### src/rtl/sopc_pio_out_arb.sv
`default_nettype none
// ============================================================================
//  Module      : sopc_pio_out_arb
//  Description : Round-robin arbiter/sequencer sharing a 32-bit SOPC output
//                PIO between NREQ requesters. Each accepted WRITE/SET/CLEAR
//                (or timed PULSE) op becomes single-cycle Avalon-MM writes
//                to PIO offsets 0/4/5. A shadow copy of the PIO output is kept.
//                Optional macro PIO_ARB_PULSE_EN enables the PULSE op
//                (set, hold PULSE_CYCLES, clear); without it op 3 acts as SET.
//  Revision    : 1.0 - initial release
// ============================================================================
module sopc_pio_out_arb #(
  parameter int NREQ         = 4,
  parameter int PULSE_CYCLES = 16
) (
  input  logic                 clk,
  input  logic                 reset,
  input  logic [NREQ-1:0]      req_valid,
  input  logic [2*NREQ-1:0]    req_op,
  input  logic [32*NREQ-1:0]   req_data,
  output logic [NREQ-1:0]      req_ready,
  output logic [2:0]           avm_address,
  output logic                 avm_chipselect,
  output logic                 avm_write_n,
  output logic [31:0]          avm_writedata,
  output logic [31:0]          shadow,
  output logic                 busy
);

  localparam int GW = $clog2(NREQ);

  localparam logic [1:0] OP_WRITE = 2'd0;
  localparam logic [1:0] OP_SET   = 2'd1;
  localparam logic [1:0] OP_CLEAR = 2'd2;
  localparam logic [1:0] OP_PULSE = 2'd3;

  localparam logic [2:0] ADDR_DATA  = 3'd0;
  localparam logic [2:0] ADDR_SET   = 3'd4;
  localparam logic [2:0] ADDR_CLEAR = 3'd5;

  // Elaboration-time guard on the supported parameter range.
  if (NREQ < 2 || NREQ > 8 || PULSE_CYCLES < 1) begin : g_param_check
    $error("sopc_pio_out_arb: NREQ must be 2..8 and PULSE_CYCLES >= 1");
  end

`ifdef PIO_ARB_PULSE_EN
  typedef enum logic [1:0] {
    IDLE       = 2'd0,
    ISSUE      = 2'd1,
    PULSE_WAIT = 2'd2,
    PULSE_CLR  = 2'd3
  } state_t;
  localparam logic [15:0] PULSE_LOAD = 16'(PULSE_CYCLES - 1);
  logic [15:0] cnt;
`else
  typedef enum logic {
    IDLE  = 1'b0,
    ISSUE = 1'b1
  } state_t;
`endif

  state_t          state, state_nx;
  logic [GW-1:0]   last_grant;
  logic [GW-1:0]   grant_idx;
  logic [GW-1:0]   idx;
  logic            found;
  logic [1:0]      sel_op;
  logic [31:0]     sel_data;
  logic [1:0]      op_q;
  logic [31:0]     data_q;
  logic            accept;

  // Rotating-priority search starting just after the last granted requester.
  always_comb begin
    found     = 1'b0;
    grant_idx = '0;
    idx       = '0;
    for (int k = 1; k <= NREQ; k++) begin
      idx = GW'((int'(last_grant) + k) % NREQ);
      if (!found && req_valid[idx]) begin
        found     = 1'b1;
        grant_idx = idx;
      end
    end
  end

  // Mux out the winning requester's op and data.
  always_comb begin
    sel_op   = '0;
    sel_data = '0;
    for (int i = 0; i < NREQ; i++) begin
      if (grant_idx == GW'(i)) begin
        sel_op   = req_op[2*i +: 2];
        sel_data = req_data[32*i +: 32];
      end
    end
  end

  assign accept = (state == IDLE) && found;
  assign busy   = (state != IDLE);

  // Ready is a one-hot strobe to the winner while idle, forced low in reset.
  always_comb begin
    req_ready = '0;
    if (!reset && accept) begin
      req_ready[grant_idx] = 1'b1;
    end
  end

  // State register.
  always_ff @(posedge clk) begin
    if (reset) begin
      state <= IDLE;
    end else begin
      state <= state_nx;
    end
  end

  // Next-state and bus outputs; the bus is idle unless a write is issued.
  always_comb begin
    state_nx       = state;
    avm_chipselect = 1'b0;
    avm_write_n    = 1'b1;
    avm_address    = ADDR_DATA;
    avm_writedata  = 32'd0;
    case (state)
      IDLE: begin
        if (found) state_nx = ISSUE;
      end
      ISSUE: begin
        avm_chipselect = 1'b1;
        avm_write_n    = 1'b0;
        avm_writedata  = data_q;
        if (op_q == OP_WRITE)      avm_address = ADDR_DATA;
        else if (op_q == OP_CLEAR) avm_address = ADDR_CLEAR;
        else                       avm_address = ADDR_SET;
`ifdef PIO_ARB_PULSE_EN
        state_nx = (op_q == OP_PULSE) ? PULSE_WAIT : IDLE;
`else
        state_nx = IDLE;
`endif
      end
`ifdef PIO_ARB_PULSE_EN
      PULSE_WAIT: begin
        if (cnt == 16'd0) state_nx = PULSE_CLR;
      end
      PULSE_CLR: begin
        avm_chipselect = 1'b1;
        avm_write_n    = 1'b0;
        avm_address    = ADDR_CLEAR;
        avm_writedata  = data_q;
        state_nx       = IDLE;
      end
`endif
      default: state_nx = IDLE;
    endcase
  end

  // Capture the accepted op and track the PIO contents after each write.
  always_ff @(posedge clk) begin
    if (reset) begin
      last_grant <= GW'(NREQ - 1);
      op_q       <= OP_WRITE;
      data_q     <= 32'd0;
      shadow     <= 32'd0;
    end else begin
      if (accept) begin
        op_q       <= sel_op;
        data_q     <= sel_data;
        last_grant <= grant_idx;
      end
      if (state == ISSUE) begin
        case (op_q)
          OP_WRITE:         shadow <= data_q;
          OP_SET, OP_PULSE: shadow <= shadow | data_q;
          default:          shadow <= shadow & ~data_q;
        endcase
      end
`ifdef PIO_ARB_PULSE_EN
      if (state == PULSE_CLR) begin
        shadow <= shadow & ~data_q;
      end
`endif
    end
  end

`ifdef PIO_ARB_PULSE_EN
  // Hold-phase counter: loaded as the set write goes out, counts down to 0.
  always_ff @(posedge clk) begin
    if (reset) begin
      cnt <= 16'd0;
    end else if (state == ISSUE && state_nx == PULSE_WAIT) begin
      cnt <= PULSE_LOAD;
    end else if (state == PULSE_WAIT && cnt != 16'd0) begin
      cnt <= cnt - 16'd1;
    end
  end
`endif

endmodule
`default_nettype wire

### config.mk
export PLATFORM = sky130hd
export DESIGN_NAME = sopc_pio_out_arb
export DESIGN_NICKNAME = d
export VERILOG_FILES = /design/src/rtl/sopc_pio_out_arb.sv
export SDC_FILE = /design/constraint.sdc
export NUM_CORES = 1
export LEC_CHECK = 0
export BUFFER_PORTS_ARGS = -buffer_cell sky130_fd_sc_hd__clkbuf_2
export CORE_MARGIN = 5
export CORE_UTILIZATION = 50
export DETAILED_ROUTE_END_ITERATION = 6
export PLACE_DENSITY = 0.89
export SLEW_MARGIN = 20
export SYNTH_ARGS = -nofsm -noshare
export SYNTH_HDL_FRONTEND = slang
export SYNTH_SLANG_ARGS = --single-unit
### constraint.sdc
create_clock -name clk -period 3.6 [get_ports clk]
set_input_delay 0.18 -clock clk [delete_from_list [all_inputs] [get_ports clk]]
set_output_delay 0.18 -clock clk [all_outputs]
set_load 0.02 [all_outputs]
==> results of run 1 <==
==> registers in the layout (all words and copies together), names as in the netlist <==
| name | count |
|---|---|
| busy | 1 |
| data_q | 32 |
| last_grant | 2 |
| op_q | 2 |
| shadow | 32 |
==> logic make-up after synthesis <==
family	Yosys count	synth area share [%]
simple gates	219	24.4
flops	69	31.6
xor+xnor	32	6.41
compound gates	110	22.6
other cells	1	0.0858
buf+inv	57	6.87
mux	35	8.01
==> worst reg2reg max path, cell delays in order, from the launching register on <==
cell      delay [ns]
dfxtp_1         0.36
nand2b_1        0.23
a21o_1          0.18
nand3_2         0.53
buf_4           0.50
mux2i_1         0.26
o211ai_2        0.09
==> cell type report <==
| type | count | area (um2) |
|---|---|---|
| well taps | 108 | 135 |
| fillers | 759 | 3040 |
| clock buffers | 10 | 128 |
| clock inverters | 6 | 63.8 |
| repair buffers | 226 | 1160 |
| flip-flops and latches | 69 | 1380 |
| multi-input cells | 397 | 2710 |
| inverters | 2 | 7.51 |
==> Yosys cell counts, drive strengths merged (2+ instances only) <==
cell type  instances  share of area (%)
a211o              2               0.40
a21o              34                5.8
and2              32                4.6
and2b              2               0.40
buf               25                4.1
clkbuf            30                2.6
dfxtp             69                 32
inv                2               0.17
mux2i             35                8.0
nand2             35                3.0
nand2b             3               0.43
nand4             33                4.7
nor2              74                6.4
nor3              34                4.0
o211ai            33                8.9
o21a               2               0.34
o21ai              3               0.60
o221ai             2               0.69
o31ai             33                5.7
or2                2               0.29
xor2              32                6.4
==> per-stage QoR <==
step	cell area, um2	util, %	total power [W]	cells	hold WS, ns
floorplan	4370	-	0.00149	523	0.383
global placement	5400	62.5	0.00169	802	0.460
detailed placement	5400	62.5	0.00172	802	0.482
CTS	5590	64.7	0.00234	818	0.128
global route	5590	64.7	0.00246	818	0.140
finish	5590	64.7	0.00234	818	0.136
==> per-layer routing <==
| layer | track usage, % | vias to the layer above |
|---|---|---|
| met3 | 6.03 | 37 |
| met5 | 0 | - |
| li1 | - | 2213 |
| met1 | 30.8 | 2223 |
| met4 | 11.9 | 0 |
| met2 | 45.4 | 265 |
==> where the power goes <==
group	switching, W	internal, W	leakage [nW]	total [W]
clock	0.000308	0.000319	0.0923	0.000628
sequential	0.0000895	0.000848	0.566	0.000937
combinational	0.000449	0.000326	2.20	0.000775
total	0.000847	0.00149	2.86	0.00234
==> path summary, 6_finish.rpt <==
check / slack (ns) / endpoint / startpoint
hold / removal: 0.14 / data_q[8] / req_data[72]
hold reg to reg: 0.49 / shadow[31] / shadow[31]
setup / recovery: 1.03 / req_ready[3] / last_grant[1]
setup reg to reg: 1.31 / data_q[7] / last_grant[0]
==> impl_metrics.toml, run 1 <==
[outcome]
status = "finished clean"

[floorplan]
dieArea_um2 = 10700
ios = 216
die_w_um = 104
initial_utilization_pct = 50.6
rows = 34
die_h_um = 104
core-area_um2 = 8640

[synthesis]
synth_cell_types = 35
ys_ff_latch = 69
synthFlopType = "dfxtp_1"
syn_area_um2 = 4370
synth-edff-count = 0
yosysWarnings = 0
synth_area_per_cell_um2 = 8.36
synthesis.nets = 665
netlist_instances = 523
async_reset_ff_share_pct = 0
ys_seq_area_share_pct = 31.6

[setup_path]
cp.arrival_ns = 2.39
worstRegToRegCells = 6
crit_path_max_incr_delay_ns = 0.86
cp_top_family = "simple AND/OR/NAND/NOR gates"
cp_slowest_cell = "or3_2"
required_ns = 3.42
crit_path_start_kind = "register"
end_kind = "output port"
cp.depth = 4
worst-path-buf-inv = 1
path_cells = "o221ai_2, or3_2, nor2_1, clkbuf_2"
cp_max_fo = 36
crit_type = "register to output port"

[timing]
tightest_slew_ns = 1.04
min_period_ns = 2.57
slew_violations = 0
final_hold_viol_count = 0
setup_viol = 0
worst_slack_ns = 1.03
slew-limit-headroom_pct = 30.5
setup_tns_ns = 0
skew_ns = 0.0137
post-route-period-util_pct = 71.5
fmax_mhz = 389
rsz0062_at_grt = "false"

[route]
wl_met3_um = 1170
wl_met1_um = 5640
drc = 0
met2_wirelength_um = 7440
drt-wirelength-per-cell_um = 17.9
drt_iter0_drc = 251
wl_um = 14600
routed_via_density = 5.79
vias = 4738
topRoutingLayerUsed = "met4"
postRouteAntennaNets = 0
dr.pass1.iters = 5

[clock_tree]
cts-buffers-inserted = 9
cts-resized-gates = 0
cts_htree_levels = 3
cts.root.buffer_cell = "clkbuf_8"
cts_hold_buffers = 0
cts_setup_buffers = 0
clkTransAtPathRegs_ns = 0.08
clkSinkCount = 69
cts_tree = "built"
cts.path.max_buffers = 2
clk_latency_ns = 0.34

[global_routing]
antenna_found_initial = 0
grt_pass1_vias = 4984
grt_max_degree = 38
grt_pass1_wl_um = 23700
grt_usage_pct = 26.3
overflow = 0

[worst_hold_path]
hold_depth = 3
hp-class = "input port to register"

[finish]
nets = 847
area.growth.synth_to_final_pct = 27.9
final_common_cell = "clkbuf_2"
diodes = 0
drive_gt1_share_pct = 39.7
layout_common_cells = "214 x clkbuf_2, 74 x nor2_1, 68 x dfxtp_1, 35 x nand2_1, 35 x mux2i_1"

[power]
p_per_area_nw_per_um2 = 418
leakage_nw = 2.86
ir_worst_vdd_v = 0.000184

[placement]
dp_slack_ns = 1.27
port-buffer-count = 214
gp_congestion = 0.857
dp_hpwl_um = 10800

[run]
max-cap-violations = 0
No activity file was read; power rests on OpenSTA's default activity.
==> run 2, diff against run 1 <==
Settings changed: ABC_AREA set to 1, CORE_UTILIZATION 50 to 41, PLACE_DENSITY 0.89 to 0.8.
Clock period 3.6 ns to 2.2 ns, I/O delays scaled along.
==> run 2 against run 1 <==
  * Highest routed layer unchanged
  * Critical path type unchanged
  * Critical endpoint is now req_ready[2]
  * Clock skew is 0.0041 ns lower
  * Clock power grew 55%
  * Sequential cell count did not move
  * Sequential power increased by 95%
  * Via count rose by 8.5%
  * The run now ends with setup timing left
  * Cell count is 23% higher
==> impl_metrics.toml, run 2 <==
[placement]
port-buffer-count = 214
dp_slack_ns = -0.0502
place_inst = 969
gp_congestion = 0.852
dp_hpwl_um = 10700

[outcome]
violations = "setup timing"
status = "finished, violations left"

[timing]
setup_viol = 2
slew_violations = 0
worst_slack_ns = -0.0177
skew_ns = 0.00956
timing.hold.ws_ns = 0.0529
final_hold_viol_count = 0
fmax_mhz = 451
post-route-period-util_pct = 101
rsz0062_at_grt = "true"
slew-limit-headroom_pct = 61.4
tightest_slew_ns = 0.579
setup_tns_ns = -0.0242
min_period_ns = 2.22

[setup_path]
end_kind = "output port"
crit_type = "register to output port"
cp.arrival_ns = 2.11
cp_max_fo = 8
required_ns = 2.09
crit_path_start_kind = "register"

[synthesis]
synth_area_leader_cell = "dfxtp_1"
synth.area.mux_share_pct = 0
synth_common_cells = "232 x nand2_1, 89 x nand3_1, 69 x dfxtp_1, 49 x a21oi_1, 46 x inv_1"
ys_seq_area_share_pct = 34.9
synthSimpleGateAreaFrac_pct = 43.6
async_reset_ff_share_pct = 0
yosysWarnings = 0
synthAdderAreaFrac_pct = 0
synthesis.nets = 790
synth_xor_area_share_pct = 0
yosys.area.top_type_share_pct = 34.9
syn_area_um2 = 3960
synthTopCellsByArea = "dfxtp_1 35%, nand2_1 22%, nand3_1 11%"
synth_area_per_cell_um2 = 6.12
synthFlopType = "dfxtp_1"
netlist_instances = 648
synthMostInstantiatedCell = "nand2_1"
synth-compound-area-share_pct = 10.9
synth-edff-count = 0
synth_cell_types = 27
synth_top_family_by_area = "simple AND/OR/NAND/NOR gates"
ys_ff_latch = 69

[global_routing]
overflow = 0
grt_pass1_wl_um = 21600
antenna_found_initial = 0
grt_usage_pct = 23.2
grt_pass1_vias = 4534
grt_max_degree = 50

[route]
routed_via_density = 5.12
drc = 0
dr.pass1.iters = 5
drt-wirelength-per-cell_um = 15.0
vias = 5143
wl_um = 15000
postRouteAntennaNets = 0
drt_iter0_drc = 262

[power]
ir_worst_vdd_v = 0.00103
total_power_w = 0.0107
p_per_area_nw_per_um2 = 1840
leakage_nw = 3.11

[clock_tree]
clk_latency_ns = 0.35
clkTransAtPathRegs_ns = 0.08
cts.path.max_buffers = 2
cts_tree = "built"
cts.root.buffer_cell = "clkbuf_8"
clkSinkCount = 69
cts_htree_levels = 3
cts-buffers-inserted = 9

[finish]
stdcell_count = 1004
area.growth.synth_to_final_pct = 47.4
reg_top3 = "data_q x32, shadow x32"
nets = 1012
layout_common_cells = "213 x nand2_1, 210 x clkbuf_2, 82 x nand3_1, 67 x dfxtp_1, 46 x inv_1"
diodes = 0
final_common_cell = "nand2_1"
drive_gt1_share_pct = 37.1

[run]
max-cap-violations = 0

[floorplan]
core-area_um2 = 9330
rows = 35
die_h_um = 108
dieArea_um2 = 11700
ios = 216
initial_utilization_pct = 42.5
die_w_um = 108

[worst_hold_path]
hp-class = "input port to register"
-- run 2: cell types whose count changed in the layout (fill, tap and decap cells not counted), sizes merged, moves of 31 or more --
cell / change
nand2: +201
nand3: +89
inv: +50
a21oi: +48
mux2i: -35
a21o: -34
o21ai: +34
o211ai: -33
o31ai: -33
and2: -32
xor2: -32
nor3: -31
-- run 2: worst paths after layout --
kind / cells after the start / slack (ns) / start / endpoint
min: 5 / 0.05 / req_data[97] / data_q[1]
max: 13 / -0.02 / last_grant[0] / req_ready[2]
max reg2reg: 17 / 0.01 / last_grant[0] / data_q[28]
min reg2reg: 2 / 0.47 / data_q[2] / data_q[2]
-- run 2: cell type report --
class | instances | area, um2
multi-input combinational | 485 | 2320
sequential | 69 | 1390
fill | 884 | 3490
inverter | 52 | 208
tap | 129 | 161
timing repair buffer | 253 | 1580
clock inverter | 5 | 35.0
clock buffer | 11 | 151
-- run 2: cell families (layout without fill, tap and decap cells) --
group | after synthesis | in the layout
flip-flops | 69 | 69
AO/OA/AOI/OAI | 86 | 86
other | 1 | 1
AND/OR/NAND/NOR | 398 | 398
buffers and inverters | 94 | 321
-- run 2: layer usage --
metal,track usage [%],wire length (um),part of all wire (%),up-vias
li1,-,-,-,2517
met1,29.2,5870,39,2328
met2,39.5,7560,50,271
met3,5.61,1330,8.9,27
met4,6.40,274,1.8,0
met5,0,0,0,-
-- run 2: where the power goes --
part / total [W] / internal (W) / switching [W]
logic: 0.00791 / 0.00342 / 0.00449
clock network: 0.000975 / 0.000468 / 0.000507
registers: 0.00183 / 0.00161 / 0.000224
total: 0.0107 / 0.00549 / 0.00522
-- run 2: critical path: stages (launching register included) --
cell	delay, ns
dfxtp_4	0.41
inv_6	0.07
nand2_2	0.07
nand2_2	0.08
nand2_2	0.08
nand2_2	0.07
nor2_4	0.12
nand4_1	0.11
nand2_2	0.11
buf_12	0.11
inv_2	0.05
buf_12	0.14
nor3_4	0.18
buf_6	0.14
-- run 2: through the flow --
| stage | area, um2 | utilization (%) |
|---|---|---|
| 2_1_floorplan | 3960 | - |
| 3_3_place_gp | 5210 | 55.9 |
| 3_5_place_dp | 5210 | 55.9 |
| 4_1_cts | 5520 | 59.2 |
| 5_1_grt | 5840 | 62.6 |
| 6_report | 5840 | 62.6 |
-- run 2: what timing repair did --
action | 4_1_cts | 5_1_grt
setup endpoints to repair | 23 | 38
pin swaps | 1 | 13
buffers inserted | 4 | 11
cloned | 2 | 2
hold buffers | 0 | 0
hold endpoints to repair | 0 | 0
gates resized for setup | 11 | 54
==> run 3, diff against run 2 <==
Settings changed: SKIP_CTS_REPAIR_TIMING set to 1.
==> run 3 against run 2 <==
  * The flow still finishes with violations (setup timing)
  * Sequential share of layout area barely moved
  * Highest routed layer unchanged
  * Register-to-register slack got worse by 0.03 ns
  * Clock skew fell by 0.0017 ns
  * Sequential cell count did not move
  * Design area fell by 0.15%
  * Sequential power barely moved
  * Largest cell class unchanged
  * Cell count rose by 0.20%
  * First-iteration DRC count fell by 6.5%
  * Wire length fell by 1.6%
  * Count of clock-buffer cells in the layout did not move
  * Fmax fell by 3.3%
==> impl_metrics.toml, run 3 (synthesis gave the netlist of run 2 again) <==
[global_routing]
grt_pass1_wl_um = 21000
grt_max_degree = 50
overflow = 0
antenna_found_initial = 0
grt_usage_pct = 22.5
grt_pass1_vias = 4437

[timing]
final_hold_viol_count = 0
skew_ns = 0.00789
timing.hold.ws_ns = 0.0541
rsz0062_at_grt = "true"
slew-limit-headroom_pct = 61.5
fmax_mhz = 436
min_period_ns = 2.29
setup_viol = 7
slew_violations = 0
worst_slack_ns = -0.0925
post-route-period-util_pct = 104
tightest_slew_ns = 0.577

[floorplan]
core-area_um2 = 9330
rows = 35
dieArea_um2 = 11700
die_w_um = 108
ios = 216
die_h_um = 108
initial_utilization_pct = 42.5

[setup_path]
path_cells = "inv_8, nand2_2, nand2_2, nand2_2, nand2_2, nor2_4, nand4_1, nand2_2, buf_12, inv_6, buf_12, nor3_4, buf_6"
rrSetupSlack_ns = -0.02
cp_max_fo = 9
cp_slowest_cell = "dfxtp_4"
crit_path_start_kind = "register"
r2r-end = "data_q[17]"
required_ns = 2.09
cp_common_cell = "nand2_2"
worstRegToRegCells = 17
cp-endpoint = "req_ready[2]"
cp.arrival_ns = 2.18
crit_type = "register to output port"
end_kind = "output port"
r2r-start = "last_grant[0]"
startpoint = "last_grant[0]"
crit_path_max_incr_delay_ns = 0.43

[finish]
final_common_cell = "nand2_1"
fin_area_um2 = 5830
area.growth.synth_to_final_pct = 47.2
layout_common_cells = "213 x nand2_1, 211 x clkbuf_2, 82 x nand3_1, 67 x dfxtp_1, 46 x inv_1"
diodes = 0
drive_gt1_share_pct = 37.1
reg_top3 = "data_q x32, shadow x32"
nets = 1014

[outcome]
status = "finished, violations left"
violations = "setup timing"

[route]
dr.pass1.iters = 5
vias = 5068
drt_iter0_drc = 245
wl_um = 14800
drt-wirelength-per-cell_um = 14.7
drc = 0
postRouteAntennaNets = 0
routed_via_density = 5.04

[clock_tree]
cts.path.max_buffers = 2
cts_tree = "built"
clkSinkCount = 69
cts.root.buffer_cell = "clkbuf_8"
cts-buffers-inserted = 9
clkTransAtPathRegs_ns = 0.08
clk_latency_ns = 0.35
cts_htree_levels = 3

[worst_hold_path]
hp-class = "input port to register"
min_from = "req_data[97]"

[power]
ir_worst_vdd_v = 0.00115
leakage_nw = 3.11
p_per_area_nw_per_um2 = 1820

[placement]
port-buffer-count = 214
gp_congestion = 0.852
placed_area_um2 = 5210
dp_slack_ns = -0.0502
dp_hpwl_um = 10700

[run]
max-cap-violations = 0
[run 3: cell types whose count changed in the layout (fill, tap and decap cells not counted), moves of 2 or more]
cell	change
bufbuf_16	-2
clkbuf_16	+2
inv_4	-2
o21ai_0	+2
[run 3: final cells by class]
cell class              count  area, um2
fillers                   881       3500
multi-input cells         485       2300
repair buffers            255       1580
flip-flops and latches     69       1390
inverters                  52        214
well taps                 129        161
clock buffers              11        151
clock inverters             5       35.0
[run 3: worst min path at each step]
stage | endpoint | cells past startpoint
final | data_q[1] | 5
after global routing | data_q[24] | 5
after CTS | data_q[1] | 5
after detailed placement | data_q[4] | 5
after global placement | data_q[3] | 5
after floorplan | data_q[14] | 4
[run 3: through the flow]
step | utilization [%] | TNS (ns) | power, W | std cells
after floorplan | - | 0 | 0.00616 | 648
after global placement | 55.9 | 0 | 0.00789 | 969
after detailed placement | 55.9 | -0.453 | 0.00798 | 969
after CTS | 57.9 | -1.82 | 0.00897 | 985
after global routing | 62.5 | -2.73 | 0.0114 | 1006
final | 62.5 | -0.151 | 0.0106 | 1006
[run 3: metal layers]
layer | global-route usage [%] | wire, um | share of wire [%]
met5 | 0 | 0 | 0
met4 | 5.14 | 181 | 1.2
met3 | 5.55 | 1250 | 8.4
met2 | 38.6 | 7430 | 50
met1 | 28.4 | 5930 | 40
[run 3: power breakdown]
| group | internal (W) | switching (W) |
|---|---|---|
| logic | 0.00333 | 0.00446 |
| registers | 0.00161 | 0.000225 |
| clock network | 0.000468 | 0.000501 |
| total | 0.00540 | 0.00519 |
[run 3: worst max-delay path, delay by kind of cell (launching register included)]
kind	cells	cell delay, ns
simple gates	8	0.91
flops	1	0.43
buf+inv	5	0.50
